**src/rtl/issue_scheduler.sv**
```systemverilog
// issue_scheduler: single-bank out-of-order ALU issue scheduler with wakeup
// tracking and a registered valid/ready issue port.
// Optional feature macro: ISQ_OLDEST_FIRST_EN selects oldest-first arbitration
// through an age matrix; when undefined the lowest ready index wins.

package common;
   typedef enum logic [3:0] {
      ALU_ADD  = 4'd0, ALU_SUB, ALU_AND, ALU_OR, ALU_XOR,
      ALU_SLL, ALU_SRL, ALU_SRA, ALU_SLT, ALU_SLTU
   } alu_cmd_t;
   typedef enum logic [1:0] {OP_REG = 2'd0, OP_IMM, OP_PC, OP_ZERO} op_type_t;
endpackage

module issue_scheduler
   import common::*;
#(
   parameter int unsigned ENTRIES              = 8,
   parameter int unsigned PHYS_REGS_ADDR_WIDTH = 6,
   parameter int unsigned ROB_ADDR_WIDTH       = 5,
   parameter int unsigned DISPATCH_ADDR_WIDTH  = 1,
   parameter int unsigned BANK_ID              = 0,
   parameter int unsigned WB_WIDTH             = 2
) (
   input  logic                              clk,
   input  logic                              rst,
   input  logic                              flush,
   input  logic                              disp_valid,
   output logic                              disp_ready,
   input  alu_cmd_t                          disp_alu_cmd,
   input  logic [PHYS_REGS_ADDR_WIDTH-1:0]   disp_op1,
   input  logic                              disp_op1_ready,
   input  op_type_t                          disp_op2_type,
   input  logic [31:0]                       disp_op2,
   input  logic                              disp_op2_ready,
   input  logic [PHYS_REGS_ADDR_WIDTH-1:0]   disp_phys_rd,
   input  logic [ROB_ADDR_WIDTH-1:0]         disp_rob_addr,
   input  logic [WB_WIDTH-1:0]               wb_valid,
   input  logic [PHYS_REGS_ADDR_WIDTH-1:0]   wb_phys_rd [WB_WIDTH],
   output logic                              iss_valid,
   input  logic                              iss_ready,
   output alu_cmd_t                          iss_alu_cmd,
   output logic [PHYS_REGS_ADDR_WIDTH-1:0]   iss_op1,
   output op_type_t                          iss_op2_type,
   output logic [31:0]                       iss_op2,
   output logic [PHYS_REGS_ADDR_WIDTH-1:0]   iss_phys_rd,
   output logic [DISPATCH_ADDR_WIDTH-1:0]    iss_bank_addr,
   output logic [ROB_ADDR_WIDTH-1:0]         iss_rob_addr,
   output logic [$clog2(ENTRIES):0]          count
);

   localparam int unsigned PW = PHYS_REGS_ADDR_WIDTH;
   localparam int unsigned RW = ROB_ADDR_WIDTH;
   localparam int unsigned IW = $clog2(ENTRIES);
   localparam int unsigned CW = IW + 1;

   typedef struct packed {
      alu_cmd_t    alu_cmd;
      logic [PW-1:0] op1;
      op_type_t    op2_type;
      logic [31:0] op2;
      logic [PW-1:0] phys_rd;
      logic [RW-1:0] rob_addr;
   } entry_t;

   entry_t              ent_q [ENTRIES];
   entry_t              ent_d [ENTRIES];
   logic [ENTRIES-1:0]  vld_q, vld_d, rdy1_q, rdy1_d, rdy2_q, rdy2_d;
   entry_t              iss_q, iss_d;
   logic                iss_valid_q, iss_valid_d;
   logic [CW-1:0]       count_q, count_d;

   logic [ENTRIES-1:0]  req;
   logic [IW-1:0]       free_idx, win_idx;
   logic                win_found;
   logic                alloc, load, sel;
   entry_t              disp_ent;

   // True when any active writeback port broadcasts the given tag
   function automatic logic wake_hit(input logic [PW-1:0] tag);
      logic hit;
      hit = 1'b0;
      for (int k = 0; k < WB_WIDTH; k++)
         if (wb_valid[k] && (wb_phys_rd[k] == tag)) hit = 1'b1;
      return hit;
   endfunction

   assign req        = vld_q & rdy1_q & rdy2_q;
   assign disp_ready = (count_q < CW'(ENTRIES));
   assign alloc      = disp_valid && disp_ready && !flush;
   assign load       = !iss_valid_q || iss_ready;
   assign sel        = load && win_found;

   assign disp_ent.alu_cmd  = disp_alu_cmd;
   assign disp_ent.op1      = disp_op1;
   assign disp_ent.op2_type = disp_op2_type;
   assign disp_ent.op2      = disp_op2;
   assign disp_ent.phys_rd  = disp_phys_rd;
   assign disp_ent.rob_addr = disp_rob_addr;

   // Lowest-index free slot for allocation
   always_comb begin
      free_idx = '0;
      for (int i = ENTRIES - 1; i >= 0; i--)
         if (!vld_q[i]) free_idx = IW'(i);
   end

`ifdef ISQ_OLDEST_FIRST_EN
   // age_q[i][j] set means entry j is older than entry i
   logic [ENTRIES-1:0] age_q [ENTRIES];
   logic [ENTRIES-1:0] age_d [ENTRIES];

   // Oldest requester: no older entry is also requesting
   always_comb begin
      win_found = 1'b0;
      win_idx   = '0;
      for (int i = 0; i < ENTRIES; i++)
         if (!win_found && req[i] && ((req & age_q[i]) == '0)) begin
            win_found = 1'b1;
            win_idx   = IW'(i);
         end
   end

   // New row snapshots current occupancy; freed entries drop out of every row
   always_comb begin
      age_d = age_q;
      if (alloc) age_d[free_idx] = vld_q;
      if (sel)
         for (int i = 0; i < ENTRIES; i++) age_d[i][win_idx] = 1'b0;
      if (flush)
         for (int i = 0; i < ENTRIES; i++) age_d[i] = '0;
   end

   // Age matrix register
   always_ff @(posedge clk or posedge rst) begin
      if (rst) begin
         for (int i = 0; i < ENTRIES; i++) age_q[i] <= '0;
      end else begin
         age_q <= age_d;
      end
   end
`else
   // Fixed priority: lowest ready index wins
   always_comb begin
      win_found = 1'b0;
      win_idx   = '0;
      for (int i = 0; i < ENTRIES; i++)
         if (!win_found && req[i]) begin
            win_found = 1'b1;
            win_idx   = IW'(i);
         end
   end
`endif

   // Entry, readiness, output register and occupancy next state
   always_comb begin
      vld_d       = vld_q;
      rdy1_d      = rdy1_q;
      rdy2_d      = rdy2_q;
      ent_d       = ent_q;
      iss_d       = iss_q;
      iss_valid_d = iss_valid_q;
      count_d     = count_q;
      for (int i = 0; i < ENTRIES; i++)
         if (vld_q[i]) begin
            if (wake_hit(ent_q[i].op1))         rdy1_d[i] = 1'b1;
            if (wake_hit(ent_q[i].op2[PW-1:0])) rdy2_d[i] = 1'b1;
         end
      if (load) begin
         if (win_found) begin
            iss_d          = ent_q[win_idx];
            iss_valid_d    = 1'b1;
            vld_d[win_idx] = 1'b0;
         end else begin
            iss_valid_d = 1'b0;
         end
      end
      if (alloc) begin
         ent_d[free_idx]  = disp_ent;
         vld_d[free_idx]  = 1'b1;
         rdy1_d[free_idx] = disp_op1_ready | wake_hit(disp_op1);
         rdy2_d[free_idx] = disp_op2_ready | wake_hit(disp_op2[PW-1:0]);
      end
      count_d = count_q + CW'(alloc) - CW'(sel);
      if (flush) begin
         vld_d       = '0;
         iss_valid_d = 1'b0;
         count_d     = '0;
      end
   end

   // State registers
   always_ff @(posedge clk or posedge rst) begin
      if (rst) begin
         vld_q       <= '0;
         rdy1_q      <= '0;
         rdy2_q      <= '0;
         iss_q       <= '0;
         iss_valid_q <= 1'b0;
         count_q     <= '0;
         for (int i = 0; i < ENTRIES; i++) ent_q[i] <= '0;
      end else begin
         vld_q       <= vld_d;
         rdy1_q      <= rdy1_d;
         rdy2_q      <= rdy2_d;
         iss_q       <= iss_d;
         iss_valid_q <= iss_valid_d;
         count_q     <= count_d;
         ent_q       <= ent_d;
      end
   end

   assign iss_valid     = iss_valid_q;
   assign iss_alu_cmd   = iss_q.alu_cmd;
   assign iss_op1       = iss_q.op1;
   assign iss_op2_type  = iss_q.op2_type;
   assign iss_op2       = iss_q.op2;
   assign iss_phys_rd   = iss_q.phys_rd;
   assign iss_rob_addr  = iss_q.rob_addr;
   assign iss_bank_addr = DISPATCH_ADDR_WIDTH'(BANK_ID);
   assign count         = count_q;

endmodule

```
**config.mk**
```make
export PLATFORM = sky130hd
export DESIGN_NAME = issue_scheduler
export DESIGN_NICKNAME = d
export VERILOG_FILES = /design/src/rtl/issue_scheduler.sv
export SDC_FILE = /design/constraint.sdc
export NUM_CORES = 1
export LEC_CHECK = 0
export CAP_MARGIN = 20
export CORE_MARGIN = 4
export CORE_UTILIZATION = 55
export DETAILED_ROUTE_END_ITERATION = 7
export HOLD_SLACK_MARGIN = 0.15
export PLACE_DENSITY = 0.74
export SYNTH_ARGS = -nofsm -noshare
export SYNTH_HDL_FRONTEND = slang
export SYNTH_SLANG_ARGS = --single-unit
```
**constraint.sdc**
```tcl
create_clock -name clk -period 44.1 [get_ports clk]
set_input_delay 6.615 -clock clk [delete_from_list [all_inputs] [get_ports clk]]
set_output_delay 6.615 -clock clk [all_outputs]
set_load 0.005 [all_outputs]
```
==> results.sh <==
export IMPL_status="finished, final reports clean"
export IMPL_drt_wl_total_um=68600
export IMPL_dieWidth_um=223
export IMPL_firstDrtPassIters=5
export IMPL_routed_via_density=6.24
export IMPL_setup_viol=0
export IMPL_arrival_ns=10.41
export IMPL_dp_slack_ns=33.61
export IMPL_finClkSkew_ns=0.0185
export IMPL_die_h_um=223
export IMPL_yosysWarnings=0
export IMPL_route_detailed_drc=0
export IMPL_cpLargestDelayFamily="simple AND/OR/NAND/NOR gates"
export IMPL_clk_pin_slew_worst_paths_ns=0.06
export IMPL_seqCellArea_sq_um=13100
export IMPL_cts_hold_buf=0
export IMPL_drt_iter0_markers=1356
export IMPL_vias=17737
export IMPL_mostFrequentLayoutCells="524 x dfrtp_1, 358 x mux2_2, 236 x nand2_1, 146 x xnor2_1, 136 x clkdlybuf4s50_1"
export IMPL_fin_nets=2280
export IMPL_powerDensity_nw_per_um2=46.3
export IMPL_synth_distinct_cells=57
export IMPL_ys_ff_latch=524
export IMPL_critPathLaunchType="input port"
export IMPL_dp_final_hpwl_um=39500
export IMPL_final_common_cell="dfrtp_1"
export IMPL_path_buf_inv=2
export IMPL_routedWlPerCell_um=24.1
export IMPL_grt_pass1_wl_um=108000
export IMPL_diodes=0
export IMPL_worst_slack_ns=34.17
export IMPL_path_depth=8
export IMPL_cts_setup_buffers=0
export IMPL_hp_class="register to register"
export IMPL_worst_r2r_cell_count=9
export IMPL_final_util=0.636
export IMPL_die_area_sq_um=49900
export IMPL_min_path_cells=2
export IMPL_yosysTopAreaCellShare=0.514
export IMPL_synth_area_leaders="dfrtp_1 51%, mux2_2 16%, xnor2_1 5.0%, mux2i_1 3.9%, nand2_1 3.5%"
export IMPL_n_fill_cell=3465
export IMPL_crit_path_cell_trace="clkdlybuf4s50_1 > nor2_1 > and2_1 > nand3_1 > nor4b_1 > nor2b_4 > buf_4 > mux2_2"
export IMPL_syn_num_nets=2222
export IMPL_rsz0062_at_grt="no"
export IMPL_fp_row_count=78
export IMPL_worst_slew_pin_slew_ns=1.14
export IMPL_cp_max_fo=34
export IMPL_cts_root_buffer="clkbuf_16"
export IMPL_syn_cell_area_sq_um=25500
export IMPL_start_util=0.560
export IMPL_cap_viol_max_count=0
export IMPL_final_period_utilization=0.225
export IMPL_grt_usage=0.273
export IMPL_setup_tns_ns=0
export IMPL_ir_drop_uv=34.4
export IMPL_port_buffers=136
export IMPL_cts_sinks=524
export IMPL_synth_seq_area_share=0.514
export IMPL_gp_congestion=0.913
export IMPL_ctsHtreeMaxLevel=2
export IMPL_cts_made_buffers=54
export IMPL_cpMaxStageDelayCell="nor2b_4"
export IMPL_drv_slew=0
export IMPL_worst_setup_path_end_kind="register"
export IMPL_synth_cells=2141
export IMPL_grt_overflow=0
export IMPL_clockBufferDepth=3
export IMPL_synth_edff_count=0
export IMPL_cts_resized_gates=0
export IMPL_hold_violations=0
export IMPL_max_stage_delay_ns=0.87
export IMPL_avgSynthCellArea_sq_um=11.9
export IMPL_core_region_area_sq_um=45600
export IMPL_dpl_cell_area_sq_um=27100
export IMPL_fmax_mhz=101
export IMPL_grt_pass1_vias=18742
export IMPL_leakage_nw=13.7
export IMPL_syn_to_final_growth_pct=13.7
export IMPL_synth_top_area_cell="dfrtp_1"
export IMPL_postRouteAntennaNets=0
export IMPL_ys_flop_type="dfrtp_1"
export IMPL_cts_tree="done"
export IMPL_hold_slack_ns=0.474
export IMPL_multi_input_area_sq_um=11600
export IMPL_grt_max_degree=170
export IMPL_antenna_found_initial=3
export IMPL_drive_gt1_frac=0.227
export IMPL_cp_required_ns=44.58
export IMPL_clk_insertion_delay_late_ns=0.61
export IMPL_num_io_pins=138
export IMPL_critical_path_class="input port to register"
export IMPL_async_flop_share=1.00
export IMPL_finalCriticalPeriod_ns=9.93
export IMPL_relSlewSlack=0.239
export IMPL_design_area_sq_um=29000
through the flow:
step	std cells	power (W)
final	2841	0.00134
after global routing	2841	0.00140
after CTS	2840	0.00135
after detailed placement	2742	0.000880
after global placement	2742	0.000868
after floorplan	2141	0.000764
path summary, 6_finish.rpt:
| check | from | endpoint | slack (ns) |
|---|---|---|---|
| max | flush | ent_q[30]$_DFFE_PP0P_ | 34.17 |
| min | ent_q[86]$_DFFE_PP0P_ | ent_q[86]$_DFFE_PP0P_ | 0.47 |
| max reg2reg | vld_q[1]$_DFF_PP0_ | iss_rob_addr[1]$_DFFE_PP0P_ | 39.85 |
| min reg2reg | ent_q[86]$_DFFE_PP0P_ | ent_q[86]$_DFFE_PP0P_ | 0.47 |
| max in group asynchronous | rst | iss_op2_type[0]$_DFFE_PP0P_ | 35.08 |
| min in group asynchronous | rst | ent_q[256]$_DFFE_PP0P_ | 6.62 |
worst min-delay path: cells and delay by family, from the launching register on:
kind / cells / cell delay (ns)
flops: 1 / 0.34
simple gates: 2 / 0.10
flip-flops by register name, indices dropped and copies added, names as in the netlist:
name          flops
ent_q           440
iss_op2          32
rdy1_q            8
rdy2_q            8
vld_q             8
iss_op1           6
iss_phys_rd       6
iss_rob_addr      5
count             4
iss_alu_cmd       4
iss_op2_type      2
iss_valid         1
cell usage after synthesis, drive strengths merged, types with 2 or more instances:
library cell	n
a211oi	24
a21oi	32
a221oi	37
a22oi	60
and2	4
and3	2
buf	101
clkbuf	70
dfrtp	524
ha	4
inv	10
mux2	392
mux2i	100
nand2	241
nand2b	5
nand3	22
nand4	36
nor2	30
nor2b	6
nor3	2
nor4	4
o21ai	81
o221ai	25
o22a	25
o22ai	25
o31ai	24
o41ai	5
or3	2
or4	16
xnor2	146
xor2	73
layout make-up:
class,instances,area share
clock buffers,75,0.0538
clock inverters,23,0.00941
inverters,10,0.00155
multi-input cells,1436,0.399
flip-flops and latches,524,0.452
well taps,600,0.0259
repair buffers,173,0.0577
cells by family after synthesis:
logic type,count (synthesis),synth area share
adders and majority gates,5,0.00275
and+or+nand+nor,374,0.0656
muxes,492,0.212
other,1,0.000147
buffers and inverters,181,0.0350
xor gates and xnor gates,219,0.0752
DFF,524,0.514
AOI/OAI and AO/OA,345,0.0948
metal layers:
metal	vias up	part of all wire	global-route usage
li1	7778	-	-
met1	9184	0.41	0.361
met2	618	0.49	0.460
met3	151	0.067	0.0488
met4	6	0.027	0.0871
met5	-	0.00060	0
where the power goes:
part	switching [W]	total [W]	internal, W
registers	0.0000587	0.000617	0.000558
logic	0.000105	0.000256	0.000151
clock network	0.000194	0.000470	0.000276
No activity file was read; power rests on OpenSTA's default activity.
